$ cat config.mk
export PLATFORM = sky130hd
export DESIGN_NAME = rgb_led_pwm_ctrl_flat
export DESIGN_NICKNAME = d
export VERILOG_FILES = /design/src/rtl/rgb_led_pwm_ctrl_if.sv /design/src/rtl/rgb_led_pwm_ctrl.sv /design/src/flat_wrapper.sv
export SDC_FILE = /design/constraint.sdc
export NUM_CORES = 1
export LEC_CHECK = 0
export ABC_AREA = 1
export BUFFER_PORTS_ARGS = -buffer_cell sky130_fd_sc_hd__buf_4
export CORE_MARGIN = 2
export CORE_UTILIZATION = 35
export DETAILED_ROUTE_END_ITERATION = 8
export PLACE_DENSITY = 0.59
export SYNTH_ARGS = -nofsm -noshare
export SYNTH_HDL_FRONTEND = slang
export SYNTH_SLANG_ARGS = --single-unit
$ cat constraint.sdc
create_clock -name clk -period 18.5 [get_ports clk]
set_input_delay 2.775 -clock clk [delete_from_list [all_inputs] [get_ports clk]]
set_output_delay 2.775 -clock clk [all_outputs]
set_load 0.01 [all_outputs]
$ cat src/rtl/rgb_led_pwm_ctrl_if.sv
// Avalon-MM slave bus bundle for rgb_led_pwm_ctrl.
//
// Handshake: a transfer completes on every rising clk edge where avs_write
// or avs_read is high. There is no waitrequest, so the slave is always
// ready. avs_readdata is valid exactly one cycle after the avs_read cycle
// and reads 0 on cycles that follow no read.
interface rgb_led_pwm_ctrl_if;
  logic [3:0]  avs_address;
  logic        avs_write;
  logic [31:0] avs_writedata;
  logic        avs_read;
  logic [31:0] avs_readdata;

  modport master (
    output avs_address,
    output avs_write,
    output avs_writedata,
    output avs_read,
    input  avs_readdata
  );

  modport slave (
    input  avs_address,
    input  avs_write,
    input  avs_writedata,
    input  avs_read,
    output avs_readdata
  );
endinterface

$ cat src/rtl/rgb_led_pwm_ctrl.sv
// rgb_led_pwm_ctrl: NUM_LEDS RGB LEDs driven by per-colour PWM with
// double-buffered duty registers and per-LED blink, behind one Avalon-MM
// slave.
//
// Register map (word addresses):
//   0      CTRL      [0] enable (RW), [1] blink_phase (RO)
//   1      PRESCALE  [15:0]
//   2      BLINK     [15:0] blink_len in PWM periods, [16 +: NUM_LEDS] blink enables
//   3+i    DUTYi     R [0 +: PWM_BITS], G [8 +: PWM_BITS], B [16 +: PWM_BITS]
//
// Optional build macro RGB_LED_PWM_CTRL_FADE_EN: at each period boundary
// every active duty steps by one toward its shadow instead of being copied.
module rgb_led_pwm_ctrl #(
  parameter int NUM_LEDS   = 4,
  parameter int PWM_BITS   = 8,
  parameter int ACTIVE_LOW = 0
) (
  input  logic                    clk,
  input  logic                    reset,
  rgb_led_pwm_ctrl_if.slave       avs,
  output logic [3*NUM_LEDS-1:0]   led_out
);

  localparam logic                INACTIVE = (ACTIVE_LOW != 0);
  localparam logic [PWM_BITS-1:0] PWM_ONE  = 1;
  // Last counter value of a period: MAX-1 = 2^PWM_BITS - 2.
  localparam logic [PWM_BITS-1:0] PWM_LAST = {{(PWM_BITS-1){1'b1}}, 1'b0};
  localparam logic [15:0]         CNT_ONE  = 16'd1;

  // Programmable state
  logic                enable;
  logic [15:0]         prescale;
  logic [15:0]         blink_len;
  logic [NUM_LEDS-1:0] blink_en;
  logic [PWM_BITS-1:0] shadow_duty [NUM_LEDS][3];

  // Running state
  logic [15:0]         pre_cnt;
  logic [PWM_BITS-1:0] pwm_cnt;
  logic [15:0]         blink_cnt;
  logic                blink_phase;
  logic [PWM_BITS-1:0] active_duty [NUM_LEDS][3];

  // Decode / datapath nets
  logic                wr_ctrl;
  logic                wr_prescale;
  logic                wr_blink;
  logic [NUM_LEDS-1:0] wr_duty;
  logic                tick;
  logic                boundary;
  logic [16:0]         blink_cnt_inc;
  logic [31:0]         rd_mux;
  logic [3*NUM_LEDS-1:0] led_next;
  logic                unused_wdata;

  // Upper write-data bits that map to no register are ignored.
  assign unused_wdata = ^avs.avs_writedata;

  // Write strobes for the fixed registers.
  assign wr_ctrl     = avs.avs_write && (avs.avs_address == 4'd0);
  assign wr_prescale = avs.avs_write && (avs.avs_address == 4'd1);
  assign wr_blink    = avs.avs_write && (avs.avs_address == 4'd2);

  // Write strobes for the per-LED duty registers at 3..3+NUM_LEDS-1.
  always_comb begin
    wr_duty = '0;
    for (int i = 0; i < NUM_LEDS; i++) begin
      if (avs.avs_write && (avs.avs_address == 4'(i + 3))) begin
        wr_duty[i] = 1'b1;
      end
    end
  end

  // Prescaler tick; >= so that lowering PRESCALE below pre_cnt ticks at once.
  assign tick     = enable && (pre_cnt >= prescale);
  assign boundary = tick && (pwm_cnt == PWM_LAST);

  assign blink_cnt_inc = {1'b0, blink_cnt} + {1'b0, CNT_ONE};

  // Bus-writable control registers and duty shadows.
  always_ff @(posedge clk or posedge reset) begin
    if (reset) begin
      enable    <= 1'b0;
      prescale  <= '0;
      blink_len <= '0;
      blink_en  <= '0;
      for (int i = 0; i < NUM_LEDS; i++) begin
        for (int c = 0; c < 3; c++) begin
          shadow_duty[i][c] <= '0;
        end
      end
    end else begin
      if (wr_ctrl) begin
        enable <= avs.avs_writedata[0];
      end
      if (wr_prescale) begin
        prescale <= avs.avs_writedata[15:0];
      end
      if (wr_blink) begin
        blink_len <= avs.avs_writedata[15:0];
        blink_en  <= avs.avs_writedata[16 +: NUM_LEDS];
      end
      for (int i = 0; i < NUM_LEDS; i++) begin
        if (wr_duty[i]) begin
          for (int c = 0; c < 3; c++) begin
            shadow_duty[i][c] <= avs.avs_writedata[8*c +: PWM_BITS];
          end
        end
      end
    end
  end

  // Prescaler and PWM counter; both parked at 0 while disabled.
  always_ff @(posedge clk or posedge reset) begin
    if (reset) begin
      pre_cnt <= '0;
      pwm_cnt <= '0;
    end else if (!enable) begin
      pre_cnt <= '0;
      pwm_cnt <= '0;
    end else begin
      pre_cnt <= tick ? '0 : (pre_cnt + CNT_ONE);
      if (tick) begin
        pwm_cnt <= (pwm_cnt == PWM_LAST) ? '0 : (pwm_cnt + PWM_ONE);
      end
    end
  end

  // Blink period counter and phase; phase held at 1 when idle or blink_len is 0.
  always_ff @(posedge clk or posedge reset) begin
    if (reset) begin
      blink_cnt   <= '0;
      blink_phase <= 1'b1;
    end else if (!enable || (blink_len == 16'd0)) begin
      blink_cnt   <= '0;
      blink_phase <= 1'b1;
    end else if (boundary) begin
      // >= rather than == so that shrinking blink_len cannot strand the counter.
      if (blink_cnt_inc >= {1'b0, blink_len}) begin
        blink_cnt   <= '0;
        blink_phase <= ~blink_phase;
      end else begin
        blink_cnt <= blink_cnt_inc[15:0];
      end
    end
  end

  // Active duties: follow shadow while disabled, otherwise update only at a
  // period boundary so a running period never sees a partial change.
  always_ff @(posedge clk or posedge reset) begin
    if (reset) begin
      for (int i = 0; i < NUM_LEDS; i++) begin
        for (int c = 0; c < 3; c++) begin
          active_duty[i][c] <= '0;
        end
      end
    end else begin
      for (int i = 0; i < NUM_LEDS; i++) begin
        for (int c = 0; c < 3; c++) begin
          if (!enable) begin
            active_duty[i][c] <= shadow_duty[i][c];
          end else if (boundary) begin
`ifdef RGB_LED_PWM_CTRL_FADE_EN
            if (active_duty[i][c] < shadow_duty[i][c]) begin
              active_duty[i][c] <= active_duty[i][c] + PWM_ONE;
            end else if (active_duty[i][c] > shadow_duty[i][c]) begin
              active_duty[i][c] <= active_duty[i][c] - PWM_ONE;
            end
`else
            active_duty[i][c] <= shadow_duty[i][c];
`endif
          end
        end
      end
    end
  end

  // Channel compare, blink masking and pin polarity.
  always_comb begin
    led_next = {(3*NUM_LEDS){INACTIVE}};
    for (int i = 0; i < NUM_LEDS; i++) begin
      for (int c = 0; c < 3; c++) begin
        led_next[3*i + c] = (enable
                             && !(blink_en[i] && !blink_phase)
                             && (active_duty[i][c] > pwm_cnt)) ^ INACTIVE;
      end
    end
  end

  // Registered pins; reset forces the inactive level asynchronously.
  always_ff @(posedge clk or posedge reset) begin
    if (reset) begin
      led_out <= {(3*NUM_LEDS){INACTIVE}};
    end else begin
      led_out <= led_next;
    end
  end

  // Read multiplexer; unmapped addresses and unused bits read 0.
  always_comb begin
    rd_mux = '0;
    case (avs.avs_address)
      4'd0: rd_mux[1:0] = {blink_phase, enable};
      4'd1: rd_mux[15:0] = prescale;
      4'd2: begin
        rd_mux[15:0]           = blink_len;
        rd_mux[16 +: NUM_LEDS] = blink_en;
      end
      default: begin
        for (int i = 0; i < NUM_LEDS; i++) begin
          if (avs.avs_address == 4'(i + 3)) begin
            for (int c = 0; c < 3; c++) begin
              rd_mux[8*c +: PWM_BITS] = shadow_duty[i][c];
            end
          end
        end
      end
    endcase
  end

  // Read data register: fixed one-cycle latency.
  always_ff @(posedge clk or posedge reset) begin
    if (reset) begin
      avs.avs_readdata <= '0;
    end else begin
      avs.avs_readdata <= avs.avs_read ? rd_mux : '0;
    end
  end

endmodule

$ cat src/flat_wrapper.sv
// flat-port wrapper written by rule: the top's interface ports become plain ports
module rgb_led_pwm_ctrl_flat 
#(
  parameter int NUM_LEDS   = 4,
  parameter int PWM_BITS   = 8,
  parameter int ACTIVE_LOW = 0
)
  (clk, reset, led_out, avs_avs_address, avs_avs_write, avs_avs_writedata, avs_avs_read, avs_avs_readdata);
  rgb_led_pwm_ctrl_if avs_i ();
  input  logic clk;
  input  logic reset;
  output logic [3*NUM_LEDS-1:0] led_out;
  input wire logic [$bits(avs_i.avs_address)-1:0] avs_avs_address;
  input wire logic [$bits(avs_i.avs_write)-1:0] avs_avs_write;
  input wire logic [$bits(avs_i.avs_writedata)-1:0] avs_avs_writedata;
  input wire logic [$bits(avs_i.avs_read)-1:0] avs_avs_read;
  output wire logic [$bits(avs_i.avs_readdata)-1:0] avs_avs_readdata;
  assign avs_i.avs_address = avs_avs_address;
  assign avs_i.avs_write = avs_avs_write;
  assign avs_i.avs_writedata = avs_avs_writedata;
  assign avs_i.avs_read = avs_avs_read;
  assign avs_avs_readdata = avs_i.avs_readdata;
  rgb_led_pwm_ctrl #(.NUM_LEDS(NUM_LEDS), .PWM_BITS(PWM_BITS), .ACTIVE_LOW(ACTIVE_LOW)) u_core (.clk(clk), .reset(reset), .avs(avs_i), .led_out(led_out));
endmodule
==> results of run 1 <==
==> report_power, final <==
group | internal, mW | switching [mW]
registers | 0.809 | 0.108
logic | 0.186 | 0.290
clock network | 0.431 | 0.284
total | 1.42 | 0.683
==> worst max-delay path, stage by stage <==
cell and delay, ns:
buf_4 0.13, inv_8 0.63, buf_4 0.91, buf_4 0.90
==> logic make-up (layout without fill, tap and decap cells) <==
kind of cell / count (synthesis) / count (layout)
adders and majority gates: 132 / 132
DFF: 306 / 306
xor gates and xnor gates: 19 / 19
and+or+nand+nor: 804 / 804
AOI/OAI and AO/OA: 337 / 337
buffers and inverters: 245 / 299
other: 1 / 8
==> sequential cells by signal, indices dropped and copies added (netlist names) <==
signal                   flops
u_core.active_duty          96
u_core.shadow_duty          96
u_core.avs.avs_readdata     24
u_core.blink_cnt            16
u_core.blink_len            16
u_core.pre_cnt              16
u_core.prescale             16
u_core.led_out              12
u_core.pwm_cnt               8
u_core.blink_en              4
u_core.blink_phase           1
u_core.enable                1
==> stage by stage <==
step / hold WS [ns] / utilization, %
final: 0.4881 / 40.33
after global routing: 0.5175 / 40.33
after CTS: 0.4886 / 40.33
after detailed placement: 0.4735 / 37.67
after global placement: 0.4658 / 37.67
after floorplan: 0.4530 / -
==> how the worst max path moves through the flow <==
| stage | cells after the start | slack, ns | end | start |
|---|---|---|---|---|
| after global routing | 4 | 12.98 | u_core.shadow_duty[48] | reset |
| final | 4 | 13.53 | u_core.active_duty[4] | reset |
| after CTS | 4 | 13.26 | u_core.active_duty[76] | reset |
| after global placement | 4 | 12.73 | u_core.active_duty[4] | reset |
| after detailed placement | 4 | 12.69 | u_core.active_duty[4] | reset |
| after floorplan | 1 | 7.27 | u_core.active_duty[0] | reset |
==> synthesized netlist by cell type (2+ instances only) <==
| cell type | n |
|---|---|
| a311oi_1 | 3 |
| nor2_1 | 79 |
| buf_1 | 6 |
| nor2_4 | 3 |
| nand3_1 | 113 |
| inv_2 | 3 |
| nand4_1 | 31 |
| nor2_2 | 3 |
| o21ai_1 | 9 |
| nor3_1 | 28 |
| a21oi_1 | 81 |
| nand2_1 | 530 |
| nor4_1 | 2 |
| clkbuf_1 | 37 |
| buf_4 | 9 |
| xnor2_1 | 6 |
| a2111oi_0 | 10 |
| o21ai_0 | 178 |
| inv_1 | 153 |
| a211oi_1 | 7 |
| ha_1 | 132 |
| a221oi_1 | 5 |
| buf_2 | 28 |
| buf_6 | 7 |
| a22oi_1 | 4 |
| o22ai_1 | 10 |
| dfrtp_1 | 305 |
| xor2_1 | 13 |
| a31oi_1 | 13 |
| nor3_2 | 3 |
| o21bai_1 | 12 |
| nand3b_1 | 4 |
| nand2_2 | 3 |
==> layer usage <==
layer,vias up,track usage (%),share of wire (%)
met5,-,0,0
met4,0,5.274,2.3
met3,75,2.709,5.1
met2,362,32.07,47
met1,6358,27.10,46
li1,6194,-,-
==> cell type report <==
| type | count | area, sq um |
|---|---|---|
| Timing Repair Buffer | 81 | 608.1 |
| Multi-Input combinational cell | 1300 | 7089 |
| Inverter | 157 | 596.8 |
| Fill cell | 4491 | 26440 |
| Tap cell | 592 | 740.7 |
| Clock buffer | 48 | 1027 |
| Clock inverter | 13 | 152.6 |
| Sequential cell | 306 | 7660 |
==> results.md, run 1 <==
* Via count at 12,989
* Rel. slew slack at roughly 22%
* F_max at between 200 and 250 MHz
* Clk slew on worst S/H paths at 0.06 ns
* Clk buf depth at 3
* First-pass GRT wire length at between 70 and 80 mm
* Mapped Cells at 1,844
* Vias per std cell at between 5 and 6
* Compound-cell area share of the yosys netlist at between 10% and 20%
* EDFF count, synth at 0
* Simple-Gate Fraction of Synth Area at between 20% and 30%
* Root Buffer: clkbuf_16
* Final Skew at between 0.015 and 0.02 ns
* VDD IR max at roughly 0.06 mV
* Setup bufs post-CTS at 0
* Fin area at about 18,000 sq um
* Sequential area share after synthesis at about 49%
* Crit-path max FO at around 150
* WS Path Type: in -> async
* GRT Total Usage at 19.55%
* Gp weighted congestion at about 0.83
* Most frequent cells in the layout: nand2_1 (530), dfrtp_1 (304), o21ai_0 (178)
* Fin Setup TNS at 0 ns
* CP Data Arrival Time at 5.46 ns
* Ys flop type: dfrtp_1
* Die Height at ~220 um
* Yosys reg bits at slightly above 300
* Final HPWL DP at around 31 mm
* Post-route DRC at 0
* Hold WC Path Type: reg -> reg
* Final hold vios at 0
* Cells on Worst Hold Path at 2
* Post-synthesis adder-cell area fraction at 10.47%
* Chip width at ~220 um
* Placed cell areas at between 15,000 and 20,000 sq um
* Min setup slack post-route at between 10 and 15 ns
* Fin cells at 2,497
* Pins over their slew limit at 0
* Fin crit share at a little over a quarter
* Leading area contributor after synthesis: dfrtp_1
* Setup crit end kind: asynchronous set/reset pin
* Routed wire per std cell at approximately 18 um
* Worst reg2reg path endpoint: u_core.active_duty[82]
* # port buffers at 67
* # setup viols final at 0
* # Max-Cap Violations at 0
* Largest net degree at the start of global routing at between 150 and 200
* # H-tree levels at 2
* Routed wire length at around 45 mm
* Hold Buf Count CTS at 0
* Min Tclk post-route at slightly below 5 ns
* Final #Nets at ~2,100
* P_leak at 9.031 nW
* Status: complete, no violations
* Clk sinks at 306
* Ranking of synthesized cells by area: dfrtp_1 (48%), nand2_1 (13%), ha_1 (10%)
* Dpl cells at 2,436
* Post-Synth XOR/XNOR Area at under 10%
* Min-Delay Startpoint: u_core.shadow_duty[46]
* Pre-Repair DR Iteration Count at 5
* Reg2reg path depth at 14
* N_diodes at 0
* Worst Tran Pin Value at 1.163 ns
* Antenna-violating nets left at 0
* Starting Density at between 30% and 40%
* Hold Path End: u_core.shadow_duty[46]
* Die area at 46,770 sq um
* Largest family of logic cells by synthesized area: simple AND/OR/NAND/NOR gates
* Core area at about 44,000 sq um
* YS warnings at 0
* Mux cell area share after synthesis at 0%
* CTS tree: built
* CP Launch Type: primary input
* Area of the mapped netlist at between 15,000 and 20,000 sq um
* Most common cell after layout, fill and taps aside: nand2_1
* Antenna violations before repair at 0
* RR Startpoint: u_core.pre_cnt[2]
* # rows at 77
* DR iter-0 viols at 985
* Top-area cell type share of the netlist area at between 40% and 50%
* Worst slack, placed at around 13 ns
* Worst EP required at around 19 ns
* # resized after CTS at 0
* Share of layout cells above drive strength 1 at between 8 and 9%
* Clk_lat worst skew at around 0.53 ns
* Tot Pwr at about 2.1 mW
* Power Density at 117.9 nW/um^2
* RSZ-0062 raised after global routing: false
* FFs w/ async S/R, synth at 100.0%
* Num CTS Buffers at 34
* Post-Syn Area per Cell at between 8 and 9 sq um
* Remaining global-route overflow at 0
* Area Growth Syn to Fin at 13.35%
* Top Ports at between 80 and 90
* Vias in the first global route at roughly 13,000
* Post-synth cell types at 47
* FF-to-FF setup slack at 15.02 ns
Power figures use the tool's default switching activity.
==> run 2: changes to the inputs <==
- ABC_AREA: 1 -> 0
- PLACE_DENSITY: 0.59 -> 0.6
- clock period: 18.5 -> 4.3 ns (I/O delays scaled with it)
==> results.md, run 2 <==
* EDFF count, synth at 0 (unchanged)
* Setup bufs post-CTS at 0 (unchanged)
* Clk slew on worst S/H paths at 0.06 ns (about the same)
* Most common cell after layout, fill and taps aside: dfrtp_1
* Met3 wire length at 2.453 mm (+5.0%)
* First-pass GRT wire length at 65.22 mm (-9.5%)
* Post-Syn Area per Cell at 11.96 sq um (+40%)
* P_leak at 8.213 nW (-9.1%)
* Mapped Cells at 1,312 (-29%)
* DR iter-0 viols at 717 (-27%)
* Setup crit end kind: flip-flop
* Top Ports at 84 (unchanged)
* CP Data Arrival Time at 4.22 ns (-1.24 ns)
* Antenna-violating nets left at 0 (unchanged)
* FF-to-FF setup slack at 0.48 ns (-14.54 ns)
* Final Skew at 0.01531 ns (-0.004308 ns)
* Worst Tran Pin Value at 1.106 ns (-0.05730 ns)
* Starting Density at 35.48% (-0.11 points)
* Uppermost layer routed: met4
* Remaining global-route overflow at 0 (unchanged)
* # Max-Cap Violations at 0 (unchanged)
* Root Buffer: clkbuf_16
* Antenna violations before repair at 1 (+1)
* Crit-path max FO at 11 (-93%)
* Placed cell areas at 16,920 sq um (+1.3%)
* Core area at 44,220 sq um (-0.22%)
* M1 WL at 19.07 mm (-8.4%)
* Vias per std cell at 5.361 (+3.1%)
* # resized after CTS at 0 (unchanged)
* Die Height at 215.7 um (-0.25%)
* Leading area contributor after synthesis: dfrtp_1
* Clk buf depth at 3 (unchanged)
* RR Startpoint: u_core.blink_cnt[0]
* Min Tclk post-route at 3.824 ns
* Pins over their slew limit at 0 (unchanged)
* F_max at approximately 260 MHz
* Tot Pwr at 9.799 mW (+360%)
* Hold Buf Count CTS at 0 (unchanged)
* FFs w/ async S/R, synth at 100.0% (unchanged)
* Status: complete, no violations
* Clk sinks at 306 (unchanged)
* Num CTS Buffers at 36 (+5.9%)
* Power Density at 541.4 nW/um^2 (+360%)
* Met2 WL at 18.70 mm (-12%)
* Clk_lat worst skew at 0.52 ns (about the same)
* Via count at 10,759 (-17%)
* Largest regs: u_core.active_duty: 96 flops, u_core.shadow_duty: 96 flops, u_core.avs.avs_readdata: 24 flops
* Routed wire per std cell at 20.54 um (+13%)
* # H-tree levels at 2 (unchanged)
* Final #Nets at 1,564 (-24%)
* # rows at 77 (unchanged)
* Top-area cell type share of the netlist area at 48.65% (+0.25 points)
* GRT Total Usage at 17.97% (-1.6 points)
* Sequential area share after synthesis at 48.82% (+0.25 points)
* Ranking of synthesized cells by area: dfrtp_1 (49%), mux2_2 (14%), ha_1 (11%)
* WS Path Type: reg -> reg
* Routed wire length at 41.22 mm (-9.2%)
* Worst EP required at 4.69 ns (-14.31 ns)
* Hold WC Path Type: in -> async
* Vias in the first global route at 11,120 (-13%)
* Worst reg2reg path endpoint: u_core.blink_cnt[15]
* CTS tree: built
* # port buffers at 67 (unchanged)
* Reg2reg path depth at 12 (-2)
* Most frequent cells in the layout: dfrtp_1 (305), mux2_2 (189), ha_1 (132)
* Post-synth cell types at 68 (+45%)
* VDD IR max at 0.2856 mV (+370%)
* Gp weighted congestion at 0.8500 (+2.0%)
* Area of the mapped netlist at 15,690 sq um (-0.52%)
* Count leader, synth: dfrtp_1
* RSZ-0062 raised after global routing: false
* # setup viols final at 0 (unchanged)
* Ys flop type: dfrtp_1
* Area Growth Syn to Fin at 15.39%
* Fin area at 18,100 sq um (+1.3%)
* Largest net degree at the start of global routing at 133 (-13%)
* Post-route DRC at 0 (unchanged)
* Yosys reg bits at 306 (unchanged)
* Final HPWL DP at 28.83 mm (-6.1%)
* Commonest cells in the netlist: dfrtp_1 (305), mux2_2 (189), ha_1 (132), o21ai_0 (72), inv_1 (69)
* Fin crit share at 88.94%
* Share of layout cells above drive strength 1 at 27.09% (+19 points)
* YS warnings at 0 (unchanged)
* CP Launch Type: flip-flop
* Final hold vios at 0 (unchanged)
* Pre-Repair DR Iteration Count at 5 (unchanged)
* Die area at 46,530 sq um (-0.51%)
* Rel. slew slack at 26.11% (+3.8 points)
* Chip width at 215.7 um (-0.25%)
run 2: cell count changes in the layout (fill, tap and decap cells not counted), moves of 41 or more:
cell	change
nand3_1	-79
o21ai_0	-106
mux2_2	+189
nor2_1	-41
nand2_1	-488
a22oi_1	+48
inv_1	-84
run 2: how the worst max path moves through the flow:
stage,from,endpoint,slack [ns],cells after the start
after floorplan,reset,u_core.active_duty[0],-0.42,1
after global placement,u_core.blink_cnt[0],u_core.blink_cnt[15],0.53,12
after detailed placement,u_core.blink_cnt[0],u_core.blink_cnt[8],0.52,12
after CTS,u_core.blink_cnt[0],u_core.blink_cnt[8],0.46,12
after global routing,u_core.blink_cnt[0],u_core.blink_cnt[15],0.14,12
final,u_core.blink_cnt[0],u_core.blink_cnt[15],0.48,12
run 2: through the flow:
step / setup WS, ns / TNS [ns] / hold WS [ns] / util (%) / std cells
final: 0.4756 / 0 / 0.05690 / 40.93 / 2007
after global routing: 0.1406 / 0 / 0.04615 / 40.93 / 2006
after CTS: 0.4562 / 0 / 0.04146 / 40.93 / 2006
after detailed placement: 0.5160 / 0 / 0.5044 / 38.25 / 1946
after global placement: 0.5266 / 0 / 0.5009 / 38.25 / 1946
after floorplan: -0.4152 / -126.62 / 0.4840 / - / 1319
run 2: cells by family (layout without fill, tap and decap cells):
| group | after synthesis | count (layout) | share of synthesized area, % |
|---|---|---|---|
| compound gates | 266 | 266 | 11.23 |
| xor+xnor | 26 | 26 | 1.452 |
| fa+ha+maj | 132 | 132 | 10.53 |
| buf+inv | 122 | 217 | 3.406 |
| flops | 306 | 306 | 48.82 |
| mux | 217 | 217 | 16.25 |
| other cells | 1 | 9 | 0.02390 |
| simple gates | 242 | 242 | 8.295 |
run 2: worst max-delay path: stages (launching register included):
cell and delay [ns]:
dfrtp_1 0.43, ha_1 0.30, and3_1 0.24, nand3_1 0.27
nor2_1 0.21, xor2_1 0.24, ha_1 0.21, nand2_1 0.08
nor3_1 0.19, a221oi_1 0.10, o2111ai_1 0.82, nor2_2 0.26
a211o_1 0.36
run 2: power by group:
part | total [mW] | switching (mW) | internal [mW]
registers | 4.16 | 0.546 | 3.61
logic | 2.58 | 1.23 | 1.34
clock network | 3.06 | 1.20 | 1.87
total | 9.80 | 2.97 | 6.83
run 2: routing by layer:
metal,vias up,GRT usage (%)
met2,270,28.15
met4,0,4.989
met3,61,3.763
met5,-,0
met1,5431,25.18
li1,4997,-
run 2: area by class of cell:
class | instances | area [sq um]
clock inverters | 12 | 146.4
diodes | 1 | 2.502
multi-input cells | 891 | 7546
well taps | 592 | 740.7
clock buffers | 48 | 1037
inverters | 70 | 266.5
repair buffers | 87 | 703.2
flip-flops and latches | 306 | 7659
fillers | 4135 | 26120
==> run 3: changes to the inputs <==
- CTS_BUF_LIST: default -> sky130_fd_sc_hd__clkbuf_4
==> results.md, run 3 (synthesized netlist as in run 2, its figures left out) <==
* # port buffers at 67 (unchanged)
* # setup viols final at 0 (unchanged)
* Crit path from: u_core.blink_cnt[0]
* Routed wire per std cell at 19.84 um (-3.4%)
* # fillers at 4,211 (+1.8%)
* Die area at 46,530 sq um (unchanged)
* Setup bufs post-CTS at 0 (unchanged)
* First-pass GRT wire length at 66.09 mm (+1.3%)
* Area Growth Syn to Fin at 15.36% (about the same)
* CTS tree: built
* Largest regs: u_core.active_duty: 96 flops, u_core.shadow_duty: 96 flops, u_core.avs.avs_readdata: 24 flops
* Register Area at 7659 sq um (unchanged)
* Tot Pwr at 9.569 mW (-2.3%)
* Routed wire length at 41.76 mm (+1.3%)
* VDD IR max at 0.2044 mV (-28%)
* CP Data Arrival Time at 4.41 ns (+0.19 ns)
* Die Height at 215.7 um (unchanged)
* Critical Path Stages at 12 (unchanged)
* Worst slack, placed at 0.5160 ns (unchanged)
* Share of layout cells above drive strength 1 at 31.17% (+4.1 points)
* Final Skew at 0.08278 ns (+0.06747 ns)
* Setup crit end kind: flip-flop
* Remaining global-route overflow at 0 (unchanged)
* Crit-path max FO at 11 (unchanged)
* F_max at 262.9 MHz (+0.53%)
* Starting Density at 35.48% (unchanged)
* Min-Delay Startpoint: avs_avs_writedata[16]
* Gp weighted congestion at 0.8500 (unchanged)
* P_leak at 8.340 nW (+1.5%)
* # rows at 77 (unchanged)
* Vias per std cell at 5.288 (-1.4%)
* Post-route DRC at 0 (unchanged)
* # Max-Cap Violations at 0 (unchanged)
* Rel. slew slack at 26.40% (+0.29 points)
* Num CTS Buffers at 87 (+140%)
* Crit path cell chain: ha_1 -> and3_1 -> nand3_1 -> nor2_1 -> xor2_1 -> ha_1 -> nand2_1 -> nor3_1 -> a221oi_1 -> o2111ai_1 -> nor2_2 -> a211o_1
* Status: complete, no violations
* # H-tree levels at 3 (+1)
* Most common cell after layout, fill and taps aside: dfrtp_1
* FF-to-FF setup slack at 0.50 ns (+0.02 ns)
* Top Ports at 84 (unchanged)
* Vias in the first global route at 11,614 (+4.4%)
* Via count at 11,131 (+3.5%)
* Hold WC Path Type: in -> reg
* CP delay by family, top: compound AO/OA/AOI/OAI gates
* Power Density at 528.8 nW/um^2 (-2.3%)
* DR iter-0 viols at 772 (+7.7%)
* CP Launch Type: flip-flop
* Min setup slack post-route at 0.4957 ns (+0.02005 ns)
* Clk sinks at 306 (unchanged)
* WS Path Type: reg -> reg
* Largest net degree at the start of global routing at 133 (unchanged)
* Final HPWL DP at 28.83 mm (unchanged)
* Core area at 44,220 sq um (unchanged)
* Buffers & Inverters on Critical Path at 0 (unchanged)
* Critical path's largest stage delay at 0.83 ns (about the same)
* Most frequent cells in the layout: dfrtp_1 (305), mux2_2 (189), clkbuf_4 (141)
* Cell repeated most along the worst path: ha_1
* Multi-input logic area at 7546 sq um (unchanged)
* Worst EP required at 4.91 ns (+0.22 ns)
* RR Startpoint: u_core.blink_cnt[0]
* Critical-path top delay cell: o2111ai_1
* Final hold vios at 0 (unchanged)
* Pins over their slew limit at 0 (unchanged)
* Worst reg2reg path endpoint: u_core.blink_cnt[15]
* Fin Setup TNS at 0 ns (unchanged)
* Antenna violations before repair at 2 (+1)
* Reg2reg path depth at 12 (unchanged)
* Min Tclk post-route at 3.804 ns (-0.02005 ns)
* Chip width at 215.7 um (unchanged)
* Final #Nets at 1,616 (+3.3%)
* Fin crit share at 88.47% (-0.47 points)
* GRT Total Usage at 18.28% (+0.30 points)
* Clk buf depth at 3 (unchanged)
* Clk slew on worst S/H paths at 0.07 ns (about the same)
* Antenna-violating nets left at 0 (unchanged)
* Crit path to: u_core.blink_cnt[15]
* Root Buffer: clkbuf_4
* Worst Tran Pin Value at 1.101 ns (-0.004311 ns)
* Clk_lat worst skew at 0.77 ns (+0.25 ns)
* RSZ-0062 raised after global routing: false
* Pre-Repair DR Iteration Count at 5 (unchanged)
## run 3: power breakdown
| group | internal, mW | switching (mW) |
|---|---|---|
| Clock | 1.59 | 1.25 |
| Combinational | 1.34 | 1.23 |
| Sequential | 3.61 | 0.546 |
| Total | 6.54 | 3.03 |
## run 3: how the worst min path moves through the flow
stage	endpoint	depth (start not counted)
after CTS	u_core.shadow_duty[25]	2
after floorplan	u_core.active_duty[88]	2
final	u_core.blink_en[0]	2
after global routing	u_core.shadow_duty[49]	2
after detailed placement	u_core.active_duty[74]	1
after global placement	u_core.active_duty[39]	1
## run 3: metrics by stage
stage	hold WS, ns	area (sq um)	cells	utilization [%]
CTS	0.08388	18090	2103	40.91
global placement	0.5009	16920	1946	38.25
global route	0.1121	18090	2104	40.92
finish	0.1496	18100	2105	40.92
detailed placement	0.5044	16920	1946	38.25
floorplan	0.4840	15720	1319	-
## run 3: per-layer routing
layer / global-route usage, % / share of wire (%) / vias to the layer above / wire, um
met1: 24.57 / 45 / 5537 / 18790
met2: 28.25 / 45 / 329 / 18950
met4: 6.828 / 3.2 / 0 / 1351
li1: - / - / 5166 / -
met3: 4.848 / 6.4 / 99 / 2667
met5: 0 / 0 / - / 0
## run 3: repair_timing
action / CTS / global route
hold buffers: 1 / 0
resized for setup: 0 / 0
hold endpoints to repair: 2 / 0
## run 3: cell type report
| cell class | count | share of cell area [%] |
|---|---|---|
| diodes | 2 | 0.02765 |
| clock buffers | 141 | 5.849 |
| clock inverters | 15 | 0.6015 |
| inverters | 70 | 1.473 |
| multi-input cells | 891 | 41.70 |
| flip-flops and latches | 306 | 42.32 |
| well taps | 592 | 4.093 |
| repair buffers | 88 | 3.941 |
